<file path="config.mk">
export PLATFORM = sky130hd
export DESIGN_NAME = instruction_fetch_flat
export DESIGN_NICKNAME = d
export VERILOG_FILES = /design/src/rtl/instruction_fetch_pkg.sv /design/src/rtl/instruction_fetch_if.sv /design/src/rtl/instruction_fetch_if_id_reg.sv /design/src/rtl/instruction_fetch.sv /design/src/flat_wrapper.sv
export SDC_FILE = /design/constraint.sdc
export NUM_CORES = 1
export LEC_CHECK = 0
export CAP_MARGIN = 20
export CORE_MARGIN = 2
export CORE_UTILIZATION = 45
export CTS_CLUSTER_DIAMETER = 60
export DETAILED_ROUTE_END_ITERATION = 7
export PLACE_DENSITY = 0.81
export SYNTH_ARGS = -nofsm -noshare
export SYNTH_HDL_FRONTEND = slang
export SYNTH_HIERARCHICAL = 1
export SYNTH_SLANG_ARGS = --single-unit
</file>
<file path="constraint.sdc">
create_clock -name clk -period 2.7 [get_ports clk]
set_input_delay 0.54 -clock clk [delete_from_list [all_inputs] [get_ports clk]]
set_output_delay 0.54 -clock clk [all_outputs]
set_load 0.1 [all_outputs]
</file>
<file path="src/rtl/instruction_fetch_pkg.sv">
// Shared definitions for the fetch stage: FSM encoding, default widths, PC step and NOP.
package instruction_fetch_pkg;

  localparam int unsigned XLEN_DEF    = 64;
  localparam int unsigned ILEN_DEF    = 32;
  localparam int unsigned PC_STEP_DEF = 4;
  localparam logic [31:0] NOP_INSTR   = 32'h0000_0013;

  typedef enum logic [1:0] {
    ST_BOOT = 2'd0,
    ST_RUN  = 2'd1,
    ST_HALT = 2'd2
  } fetch_state_e;

endpackage

</file>
<file path="src/rtl/instruction_fetch_if.sv">
// Bus bundle between the fetch stage, instruction memory, decode and the redirect/halt sources.
interface instruction_fetch_if
  import instruction_fetch_pkg::*;
#(
  parameter int unsigned XLEN = XLEN_DEF,
  parameter int unsigned ILEN = ILEN_DEF
);
  logic [XLEN-1:0] imem_address;
  logic            imem_enable;
  logic            imem_read;
  logic [ILEN-1:0] imem_data_in;
  logic [ILEN-1:0] imem_data_out;
  logic            redirect_valid;
  logic [XLEN-1:0] redirect_pc;
  logic            halt_req;
  logic            id_valid;
  logic [ILEN-1:0] id_instr;
  logic [XLEN-1:0] id_pc;
  logic            id_ready;
  logic            fetch_fault;

  modport master (
    output imem_address, imem_enable, imem_read, imem_data_in,
    output id_valid, id_instr, id_pc, fetch_fault,
    input  imem_data_out, redirect_valid, redirect_pc, halt_req, id_ready
  );

  modport slave (
    input  imem_address, imem_enable, imem_read, imem_data_in,
    input  id_valid, id_instr, id_pc, fetch_fault,
    output imem_data_out, redirect_valid, redirect_pc, halt_req, id_ready
  );
endinterface

</file>
<file path="src/rtl/instruction_fetch_if_id_reg.sv">
// IF/ID pipeline register: valid/ready hold, load on fetch, flush has priority over load.
module instruction_fetch_if_id_reg #(
  parameter int unsigned XLEN = 64,
  parameter int unsigned ILEN = 32
) (
  input  logic            clk,
  input  logic            rst_n,
  input  logic            i_load,
  input  logic            i_flush,
  input  logic            i_ready,
  input  logic [ILEN-1:0] i_instr,
  input  logic [XLEN-1:0] i_pc,
  output logic            o_valid,
  output logic [ILEN-1:0] o_instr,
  output logic [XLEN-1:0] o_pc
);

  logic            r_valid;
  logic [ILEN-1:0] r_instr;
  logic [XLEN-1:0] r_pc;

  always_ff @(posedge clk) begin
    if (!rst_n) begin
      r_valid <= 1'b0;
      r_instr <= '0;
      r_pc    <= '0;
    end else if (i_flush) begin
      r_valid <= 1'b0;
    end else if (i_load) begin
      r_valid <= 1'b1;
      r_instr <= i_instr;
      r_pc    <= i_pc;
    end else if (i_ready) begin
      r_valid <= 1'b0;
    end
  end

  assign o_valid = r_valid;
  assign o_instr = r_instr;
  assign o_pc    = r_pc;

endmodule

</file>
<file path="src/rtl/instruction_fetch.sv">
// Fetch stage: PC, BOOT/RUN/HALT FSM, redirect/halt handling, IF/ID capture.
// Optional FETCH_MISALIGN_TRAP_EN: misaligned redirects halt and raise a sticky fetch_fault.
module instruction_fetch
  import instruction_fetch_pkg::*;
#(
  parameter int unsigned     XLEN     = XLEN_DEF,
  parameter int unsigned     ILEN     = ILEN_DEF,
  parameter logic [XLEN-1:0] RESET_PC = '0,
  parameter int unsigned     PC_STEP  = PC_STEP_DEF
) (
  input  logic                clk,
  input  logic                rst_n,
  instruction_fetch_if.master bus
);

  fetch_state_e    r_state;
  fetch_state_e    w_state_nxt;
  logic [XLEN-1:0] r_pc;
  logic [XLEN-1:0] w_pc_nxt;
  logic [XLEN-1:0] w_redirect_tgt;
  logic            w_trap;
  logic            w_fire;
  logic            w_id_valid;
  logic [ILEN-1:0] w_id_instr;
  logic [XLEN-1:0] w_id_pc;

  // A redirect discards whatever the memory returns this cycle, so it blocks the fire.
  assign w_fire = (r_state == ST_RUN) && (!w_id_valid || bus.id_ready) && !bus.redirect_valid;

  always_comb begin
    w_redirect_tgt = bus.redirect_pc;
    w_trap         = 1'b0;
`ifdef FETCH_MISALIGN_TRAP_EN
    w_trap = bus.redirect_valid && (bus.redirect_pc[1:0] != 2'b00);
`else
    w_redirect_tgt[1:0] = 2'b00;
`endif
  end

  always_comb begin
    w_state_nxt = r_state;
    w_pc_nxt    = r_pc;
    if (bus.redirect_valid) begin
      if (w_trap) begin
        w_state_nxt = ST_HALT;
      end else begin
        w_state_nxt = ST_RUN;
        w_pc_nxt    = w_redirect_tgt;
      end
    end else begin
      case (r_state)
        ST_BOOT: w_state_nxt = ST_RUN;
        ST_RUN: begin
          if (w_fire)       w_pc_nxt    = r_pc + XLEN'(PC_STEP);
          if (bus.halt_req) w_state_nxt = ST_HALT;
        end
        ST_HALT: w_state_nxt = ST_HALT;
        default: w_state_nxt = ST_BOOT;
      endcase
    end
  end

  always_ff @(posedge clk) begin
    if (!rst_n) begin
      r_state <= ST_BOOT;
      r_pc    <= RESET_PC;
    end else begin
      r_state <= w_state_nxt;
      r_pc    <= w_pc_nxt;
    end
  end

`ifdef FETCH_MISALIGN_TRAP_EN
  logic r_fault;

  always_ff @(posedge clk) begin
    if (!rst_n) r_fault <= 1'b0;
    else if (w_trap) r_fault <= 1'b1;
  end

  assign bus.fetch_fault = r_fault;
`else
  assign bus.fetch_fault = 1'b0;
`endif

  instruction_fetch_if_id_reg #(
    .XLEN(XLEN),
    .ILEN(ILEN)
  ) u_if_id_reg (
    .clk    (clk),
    .rst_n  (rst_n),
    .i_load (w_fire),
    .i_flush(bus.redirect_valid),
    .i_ready(bus.id_ready),
    .i_instr(bus.imem_data_out),
    .i_pc   (r_pc),
    .o_valid(w_id_valid),
    .o_instr(w_id_instr),
    .o_pc   (w_id_pc)
  );

  assign bus.imem_address = r_pc;
  assign bus.imem_enable  = (r_state == ST_RUN);
  assign bus.imem_read    = 1'b1;
  assign bus.imem_data_in = '0;
  assign bus.id_valid     = w_id_valid;
  assign bus.id_instr     = w_id_instr;
  assign bus.id_pc        = w_id_pc;

endmodule

</file>
<file path="src/flat_wrapper.sv">
// flat-port wrapper written by rule: the top's interface ports become plain ports
module instruction_fetch_flat import instruction_fetch_pkg::*;
#(
  parameter int unsigned     XLEN     = XLEN_DEF,
  parameter int unsigned     ILEN     = ILEN_DEF,
  parameter logic [XLEN-1:0] RESET_PC = '0,
  parameter int unsigned     PC_STEP  = PC_STEP_DEF
)
  (clk, rst_n, bus_imem_address, bus_imem_enable, bus_imem_read, bus_imem_data_in, bus_id_valid, bus_id_instr, bus_id_pc, bus_fetch_fault, bus_imem_data_out, bus_redirect_valid, bus_redirect_pc, bus_halt_req, bus_id_ready);
  instruction_fetch_if #(.XLEN(XLEN), .ILEN(ILEN)) bus_i ();
  input  logic clk;
  input  logic rst_n;
  output wire logic [$bits(bus_i.imem_address)-1:0] bus_imem_address;
  output wire logic [$bits(bus_i.imem_enable)-1:0] bus_imem_enable;
  output wire logic [$bits(bus_i.imem_read)-1:0] bus_imem_read;
  output wire logic [$bits(bus_i.imem_data_in)-1:0] bus_imem_data_in;
  output wire logic [$bits(bus_i.id_valid)-1:0] bus_id_valid;
  output wire logic [$bits(bus_i.id_instr)-1:0] bus_id_instr;
  output wire logic [$bits(bus_i.id_pc)-1:0] bus_id_pc;
  output wire logic [$bits(bus_i.fetch_fault)-1:0] bus_fetch_fault;
  input wire logic [$bits(bus_i.imem_data_out)-1:0] bus_imem_data_out;
  input wire logic [$bits(bus_i.redirect_valid)-1:0] bus_redirect_valid;
  input wire logic [$bits(bus_i.redirect_pc)-1:0] bus_redirect_pc;
  input wire logic [$bits(bus_i.halt_req)-1:0] bus_halt_req;
  input wire logic [$bits(bus_i.id_ready)-1:0] bus_id_ready;
  assign bus_imem_address = bus_i.imem_address;
  assign bus_imem_enable = bus_i.imem_enable;
  assign bus_imem_read = bus_i.imem_read;
  assign bus_imem_data_in = bus_i.imem_data_in;
  assign bus_id_valid = bus_i.id_valid;
  assign bus_id_instr = bus_i.id_instr;
  assign bus_id_pc = bus_i.id_pc;
  assign bus_fetch_fault = bus_i.fetch_fault;
  assign bus_i.imem_data_out = bus_imem_data_out;
  assign bus_i.redirect_valid = bus_redirect_valid;
  assign bus_i.redirect_pc = bus_redirect_pc;
  assign bus_i.halt_req = bus_halt_req;
  assign bus_i.id_ready = bus_id_ready;
  instruction_fetch #(.XLEN(XLEN), .ILEN(ILEN), .RESET_PC(RESET_PC), .PC_STEP(PC_STEP)) u_core (.clk(clk), .rst_n(rst_n), .bus(bus_i));
endmodule
</file>
==> metrics.yaml, run 1 <==
hold_violations: 0
drc: 0
hp-class: "flop to flop"
dpl.hpwl_mm: 16.11
setup_ws_ns: 0.2725
synth_top_cell_by_area: "dfxtp_1"
crit_chain: "nand4_2 -> or4_4 -> buf_4 -> nor3_1 -> nand4_1 -> nor3b_1"
antenna_found_initial: 0
n_antenna_cell: 0
place.gp.congestion: 0.8344
tightest_slew_ns: 0.6578
drtIter0Drc: 429
dieHeight_um: 136.4
fmax_ghz: 0.4119
cts_buffer_depth: 2
htree_levels: 4
critPathLaunchType: "flop"
synth.distinct_cells: 52
peakVddDrop_mv: 0.4123
fp.dieW_um: 136.4
die_area_mm2: 0.01860
cts_resized: 0
skew_ns: 0.01627
max_stage_delay_ns: 0.58
clk_latency_ns: 0.42
netlist_instances: 929
synth_area_mm2: 0.007886
maxSlewViolCount: 0
final_cells: 1401
outcome: "completed"
portBuffers: 258
p_leak_nw: 4.268
grt_pass1_vias: 6742
vias: 7305
final_util: 0.6241
cts_tree: "done"
ctsHoldBuffers: 0
start_util: 0.4575
min_period_ns: 2.428
num-nets-final: 1267
cts_setup_buffers: 0
root_buffer: "clkbuf_16"
crit_fanout: 21
synth.avg_cell_area_um2: 8.489
setup_tns_ns: 0
drtPass1Iterations: 5
cap_viol_max_count: 0
wl_per_cell_um: 15.86
grt_remaining_overflow: 0
fill_cells: 1518
cts_made_buffers: 17
seq_area_mm2: 0.003269
core_area_mm2: 0.01724
ys_seq_area_frac: 0.4087
ant_nets: 0
finalSetupViolCount: 0
multi_input_area_mm2: 0.004135
finalCritPeriodShare: 0.8991
cp_slowest_cell: "nor3_1"
synth_top_area_share: 0.4087
via_per_inst: 5.214
grt_max_degree: 82
pre_cts_slack_ns: 0.07534
mostFrequentLayoutCell: "nand2_1"
cts.sinks: 161
worst_ep_required_time_ns: 3.00
ys_async_sr_fraction: 0
floorplan.rows: 48
slew_headroom: 0.5581
areaGrowthSynthToFinish_pct: 36.41
synth-edff-count: 0
rsz0062_at_grt: "false"
io_pins: 297
grt_first_pass_wirelength_mm: 34.32
final_cell_mix: "223 x nand2_1, 181 x buf_4, 124 x dfxtp_1"
ys_ff_latch: 161
synthFlopType: "dfxtp_1"
crit_arrival_ns: 2.73
placedCellCount: 1369
ys_top_cells_by_area: "dfxtp_1 41%, mux2i_1 13%, nand2_1 11%"
track_usage: 0.2319
routed_wl_mm: 22.22
cp-end-kind: "flop"
drive_gt1_frac: 0.2236
power_density_mw_per_mm2: 617.4
path_clk_slew_ns: 0.06
critPathKind: "flop to flop"
yosys_warnings: 6
registers in the layout, indices dropped and copies added (netlist names):
register                    cells
u_core/u_if_id_reg/o_instr     32
u_core/r_state                  2
u_core/bus.imem_address        62
u_core/u_if_id_reg/o_pc        64
u_core/u_if_id_reg/o_valid      1
worst max-delay path: cells and delay by family, from the launching register on:
family | cells | cell delay, ns
simple gates | 5 | 1.64
flops | 1 | 0.42
buf+inv | 1 | 0.24
cells by family after synthesis:
family                   count (synthesis)  share of synthesized area
other                                    2                  0.0009523
adder cells (fa/ha/maj)                  3                   0.004760
XOR/XNOR                                39                    0.04331
AO/OA/AOI/OAI                          129                     0.1017
flip-flops                             161                     0.4087
AND/OR/NAND/NOR                        379                     0.2305
multiplexers                            99                     0.1257
buffers and inverters                  117                    0.08440
layout make-up:
type                    count  share of cell area
clock buffers              24             0.04478
clock inverters             8            0.009653
well taps                 225             0.02617
repair buffers            284              0.2269
flip-flops and latches    161              0.3039
inverters                  12            0.004187
multi-input cells         687              0.3844
power by group:
group          internal (mW)  switching [mW]  leakage (nW)
sequential              2.49           0.127          1.33
clock                   1.44           0.973         0.284
combinational          0.402            1.22          2.66
per-layer routing:
layer / part of all wire / GRT usage
met5: 0 / 0
met4: 0.0047 / 0.05208
met3: 0.083 / 0.07084
met2: 0.48 / 0.3978
met1: 0.43 / 0.2853
synth_stat cells (all sizes together), types with 11 or more instances:
master  number
nor2        11
and3        12
dfxtp      161
a21oi       29
o21ai       51
nand3       26
mux2i       99
nand4       24
xor2        15
xnor2       24
nor4        17
buf         72
nor3        15
clkbuf      33
inv         12
nand2      223
or4         14
a31oi       12
o211a       12
per-stage QoR:
step	hold WS (ns)	area, µm²	total power, mW
floorplan	0.5363	8070	3.924
global placement	0.4421	10170	4.266
detailed placement	0.4473	10170	4.280
CTS	0.4585	10760	6.686
global route	0.4720	10760	6.863
finish	0.4550	10760	6.642
path summary, 6_finish.rpt:
path,from,to,slack [ns],cells after the start
worst max-delay path,u_core/bus.imem_address[9],u_core/bus.imem_address[62],0.27,6
worst max register to register,u_core/bus.imem_address[9],u_core/bus.imem_address[62],0.27,6
worst min-delay path,u_core/u_if_id_reg/o_instr[24],u_core/u_if_id_reg/o_instr[24],0.46,2
worst min register to register,u_core/u_if_id_reg/o_instr[24],u_core/u_if_id_reg/o_instr[24],0.46,2
No activity file was read; power rests on OpenSTA's default activity.
==> run 2: changes to the inputs <==
--- a/config.mk
+++ b/config.mk
@@ -6,7 +6,6 @@
 export NUM_CORES = 1
 export LEC_CHECK = 0
 export CAP_MARGIN = 20
-export CORE_MARGIN = 2
 export CORE_UTILIZATION = 45
 export CTS_CLUSTER_DIAMETER = 60
 export DETAILED_ROUTE_END_ITERATION = 7
==> run 2 against run 1 <==
Against the previous run:
- combinational power hardly changed
- first-iteration DRC count is 22% higher
- total power is 0.34% higher
- register-to-register slack worse by 0.02 ns
==> metrics.yaml, run 2 (synthesis gave the netlist of run 1 again) <==
pwr-share-comb: 0.246
fp.dieW_um: 134.4
cts_resized: 0
critPathLaunchType: "flop"
dpl.hpwl_mm: 16.05
grt_first_pass_wirelength_mm: 35.42
final_area_mm2: 0.01088
pwr-share-seq: 0.392
cts_made_buffers: 17
worstHoldStart: "u_core/u_if_id_reg/o_pc[58]"
r2r_setup_slack_ns: 0.25
hold_violations: 0
ant_nets: 0
floorplan.rows: 48
final_util: 0.6336
setup_tns_ns: 0
hold_ws_ns: 0.4592
drtIter0Drc: 524
r2r_end: "u_core/bus.imem_address[62]"
cts_buffer_depth: 2
largest_reg_flops: 64
tightest_slew_ns: 0.7038
r2r_start: "u_core/bus.imem_address[10]"
crit_arrival_ns: 2.76
drtPass1Iterations: 5
rsz0062_at_grt: "false"
swShare: 0.3528
wl_per_cell_um: 15.90
switchingPower_mw: 2.351
ctsHoldBuffers: 0
outcome: "completed"
fill_cells: 1513
placed_cell_area_mm2: 0.01029
drive_gt1_frac: 0.2355
grt_pass1_vias: 6920
vias: 7412
cap_viol_max_count: 0
dieHeight_um: 134.4
power.total_mw: 6.664
die_area_mm2: 0.01806
path_clk_slew_ns: 0.06
via_per_inst: 5.242
antenna_found_initial: 0
critPathKind: "flop to flop"
n_antenna_cell: 0
power_density_mw_per_mm2: 612.4
grt_max_degree: 110
mostFrequentLayoutCell: "nand2_1"
htree_levels: 4
holdPathStages: 2
worst_ep_required_time_ns: 3.01
peakVddDrop_mv: 0.4266
maxSlewViolCount: 0
areaGrowthSynthToFinish_pct: 38.00
slew_headroom: 0.5272
p_leak_nw: 4.344
p_int_mw: 4.313
core_area_mm2: 0.01718
routed_wl_mm: 22.48
multi_input_area_mm2: 0.004135
reg2regPathDepth: 6
min_period_ns: 2.450
final_cell_mix: "223 x nand2_1, 192 x buf_4, 124 x dfxtp_1"
cts_tree: "done"
finalSetupViolCount: 0
pwr-share-clk: 0.362
finalCritPeriodShare: 0.9075
num-nets-final: 1280
track_usage: 0.2454
grt_remaining_overflow: 0
cts.sinks: 161
io_pins: 297
cts_setup_buffers: 0
clk_latency_ns: 0.42
place.gp.congestion: 0.8158
fmax_ghz: 0.4081
start_util: 0.4591
drc: 0
root_buffer: "clkbuf_16"
seq_area_mm2: 0.003269
min_to: "u_core/u_if_id_reg/o_pc[58]"
hp-class: "flop to flop"
skew_ns: 0.007271
cp-end-kind: "flop"
portBuffers: 258
crit_fanout: 21
run 2: final cells by class:
class                      count  share of cell area
tap                          225             0.02587
sequential                   161              0.3004
clock buffer                  19             0.04162
clock inverter                13             0.01242
inverter                      12            0.004139
multi-input combinational    687              0.3800
timing repair buffer         297              0.2356
run 2: how the worst max path moves through the flow:
stage                                  endpoint  cells past startpoint  slack [ns]                   startpoint
floorplan           u_core/bus.imem_address[56]                      6        0.01  u_core/bus.imem_address[39]
global placement    u_core/bus.imem_address[51]                      8        0.15                 bus_id_ready
detailed placement  u_core/bus.imem_address[49]                      8        0.12                 bus_id_ready
CTS                 u_core/bus.imem_address[62]                      6        0.31  u_core/bus.imem_address[11]
global route        u_core/bus.imem_address[56]                      5        0.16  u_core/bus.imem_address[31]
finish              u_core/bus.imem_address[62]                      6        0.25  u_core/bus.imem_address[10]
run 2: critical path, stage by stage (launching register included):
cell and delay [ns]:
dfxtp_2 0.40, nand4_2 0.19, or4_4 0.54, buf_4 0.23, nor3_1 0.62, nand4_1 0.17
nor3b_1 0.19
run 2: metal layers:
| metal | vias to the layer above | wire length, µm | GRT usage |
|---|---|---|---|
| met2 | 264 | 10690 | 0.4128 |
| li1 | 3659 | - | - |
| met1 | 3474 | 9790 | 0.3121 |
| met4 | 0 | 252 | 0.06679 |
| met3 | 15 | 1754 | 0.05971 |
| met5 | - | 0 | 0 |
run 2: stage by stage:
stage          std cells  worst slack [ns]
4_1_cts             1414            0.3109
5_1_grt             1414            0.1553
2_1_floorplan        965           0.01216
3_5_place_dp        1382            0.1239
3_3_place_gp        1382            0.1476
6_report            1414            0.2497
run 2: power groups by stage:
| stage | registers, mW | logic [mW] | clock network, mW |
|---|---|---|---|
| floorplan | 3.33 | 0.591 | 0 |
| global placement | 2.66 | 1.63 | 0 |
| detailed placement | 2.66 | 1.64 | 0 |
| CTS | 2.61 | 1.64 | 2.47 |
| global route | 2.63 | 1.71 | 2.55 |
| finish | 2.61 | 1.64 | 2.41 |
==> RTL edit (flow settings as in run 1) <==
`ILEN_DEF`: 32 -> 16.
--- a/src/rtl/instruction_fetch_pkg.sv
+++ b/src/rtl/instruction_fetch_pkg.sv
@@ -3,5 +3,5 @@
 
   localparam int unsigned XLEN_DEF    = 64;
-  localparam int unsigned ILEN_DEF    = 32;
+  localparam int unsigned ILEN_DEF    = 16;
   localparam int unsigned PC_STEP_DEF = 4;
   localparam logic [31:0] NOP_INSTR   = 32'h0000_0013;
Interface: changed (resized bus_id_instr, bus_imem_data_in and bus_imem_data_out); port bits go from 297 to 249. The function was not compared with the original's and may differ.
==> RTL edit against run 1 <==
- cell area decreased by 7.6%
- critical path type unchanged
- setup slack improved by 34 ps
- sequential cell count decreased by 16
- power decreased by 3.1%
- critical endpoint is now u_core/bus.imem_address[57]
- largest power group is now the clock network
- highest routed layer unchanged
- synthesized area decreased by 7.5%
- clock power increased by 10%
- routed wire length decreased by 6.3%
- global-route usage increased by 0.31 points
- via count decreased by 6.7%
- cell count decreased by 8.4%
==> RTL edit: results (changes against run 1) <==
routed vias/inst=5.31 (was 5.21); post-cts resize count=0 (unchanged); vias in the first global route=6,502 (was 6,742); Iter 0 DRT Violations=350 (was 429); drc violations=0 (unchanged); Arr. time, crit path=2680 ps (was 2730 ps); fill count=1,350 (was 1,518); # nets final=1,144 (was 1,267); R2R cell count=5 (was 6); Worst VDD drop=0.000412 V (about the same); LEAKAGE=3.92 nW (was 4.27 nW); Top FF cell, synth=dfxtp_1 (unchanged); Antenna Cells=0 (unchanged); status=completed (unchanged); Logic pwr share=22.0% (was 24.4%); Final Total Pwr=6.43 mW (was 6.64 mW); Commonest cells post-synth=nand2_1 (191), dfxtp_1 (145), mux2i_1 (83) (was nand2_1 (223), dfxtp_1 (161), mux2i_1 (99)); H-tree lvl count=4 (unchanged); clock slew at reported path FFs=60 ps (about the same); GP Congestion=0.791 (was 0.834); ratio of cells with drive above 1 in the final layout=23.9% (was 22.4%); placed inst area=9270 um^2 (was 10,200 um^2); worst-case clock buffer depth=2 (unchanged); Tightest Pin Transition=516 ps (was 658 ps); Post-Syn Instances=844 (was 929); sequential area share after synthesis=39.8% (was 40.9%); wire per inst=16.2 um (was 15.9 um); ranking of synthesized cells by area=dfxtp_1 (40%), mux2i_1 (11%), nand2_1 (9.8%), o21ai_0 (3.5%), xnor2_1 (2.9%) (was dfxtp_1 (41%), mux2i_1 (13%), nand2_1 (11%), buf_4 (3.9%), o21ai_0 (3.2%)); sw frac=32.1% (was 34.9%); first-pass GRT wire length=33.2 mm (was 34.3 mm); All-Layer GR Usage=23.5% (was 23.2%); DR pass1 iterations=5 (unchanged); total CTS buffers=17 (unchanged); placed cells=1,253 (was 1,369); Root Driver=clkbuf_16 (unchanged); clk_lat worst skew=420 ps (about the same); Setup Skew=8.78 ps (was 16.3 ps); ys async rst share=0% (unchanged); Reg power frac=36.7% (was 39.3%); PortBufs=226 (was 258); multi-input logic area=3790 um^2 (was 4140 um^2); Crit Path Max Fanout=7 (was 21); pre-CTS setup slack=58.8 ps (was 75.3 ps); largest net degree at the start of global routing=69 (was 82); post-synth cell types=54 (was 52); Hold Path Class=reg2reg (unchanged); via count=6,817 (was 7,305); Post-DP HPWL=14.8 mm (was 16.1 mm)
RTL edit: cell types whose count changed after synthesis:
| cell | run 1 | this run |
|---|---|---|
| nand2_1 | 223 | 191 |
| buf_4 | 41 | 21 |
| dfxtp_1 | 161 | 145 |
| mux2i_1 | 99 | 83 |
| buf_2 | 22 | 10 |
| buf_12 | 0 | 9 |
| buf_6 | 6 | 9 |
| clkbuf_1 | 33 | 31 |
| buf_8 | 0 | 1 |
RTL edit: final timing paths:
| kind | startpoint | endpoint | slack, ps |
|---|---|---|---|
| setup / recovery | u_core/bus.imem_address[10] | u_core/bus.imem_address[57] | 310 |
| hold / removal | u_core/u_if_id_reg/o_instr[15] | u_core/u_if_id_reg/o_instr[15] | 460 |
| setup reg to reg | u_core/bus.imem_address[10] | u_core/bus.imem_address[57] | 310 |
| hold reg to reg | u_core/u_if_id_reg/o_instr[15] | u_core/u_if_id_reg/o_instr[15] | 460 |
RTL edit: critical path: stages (launching register included):
cell and delay, ps:
dfxtp_2 400, nand4_2 210, or4_4 540, or4_1 700, nor4b_1 330, a211oi_1 80
RTL edit: metal layers:
metal	share of wire [%]	routed length, um	vias up	track usage (%)
li1	-	-	3344	-
met1	45	9280	3218	29.7
met2	48	9890	231	39.3
met3	6.4	1340	24	6.33
met4	1.4	294	0	6.82
met5	0	0	-	0
RTL edit: cell families after synthesis:
logic type	share of synthesized area [%]
AO/OA/AOI/OAI	11.0
multiplexers	11.4
AND/OR/NAND/NOR	23.3
XOR/XNOR	4.68
other	0.103
flip-flops	39.8
adder cells (fa/ha/maj)	0.514
buffers and inverters	9.28
RTL edit: cell type report:
type,count,share of cell area (%)
multi-input combinational,623,38.2
sequential,145,29.7
timing repair buffer,257,22.2
clock buffer,22,4.97
tap,216,2.72
clock inverter,9,1.77
inverter,12,0.453
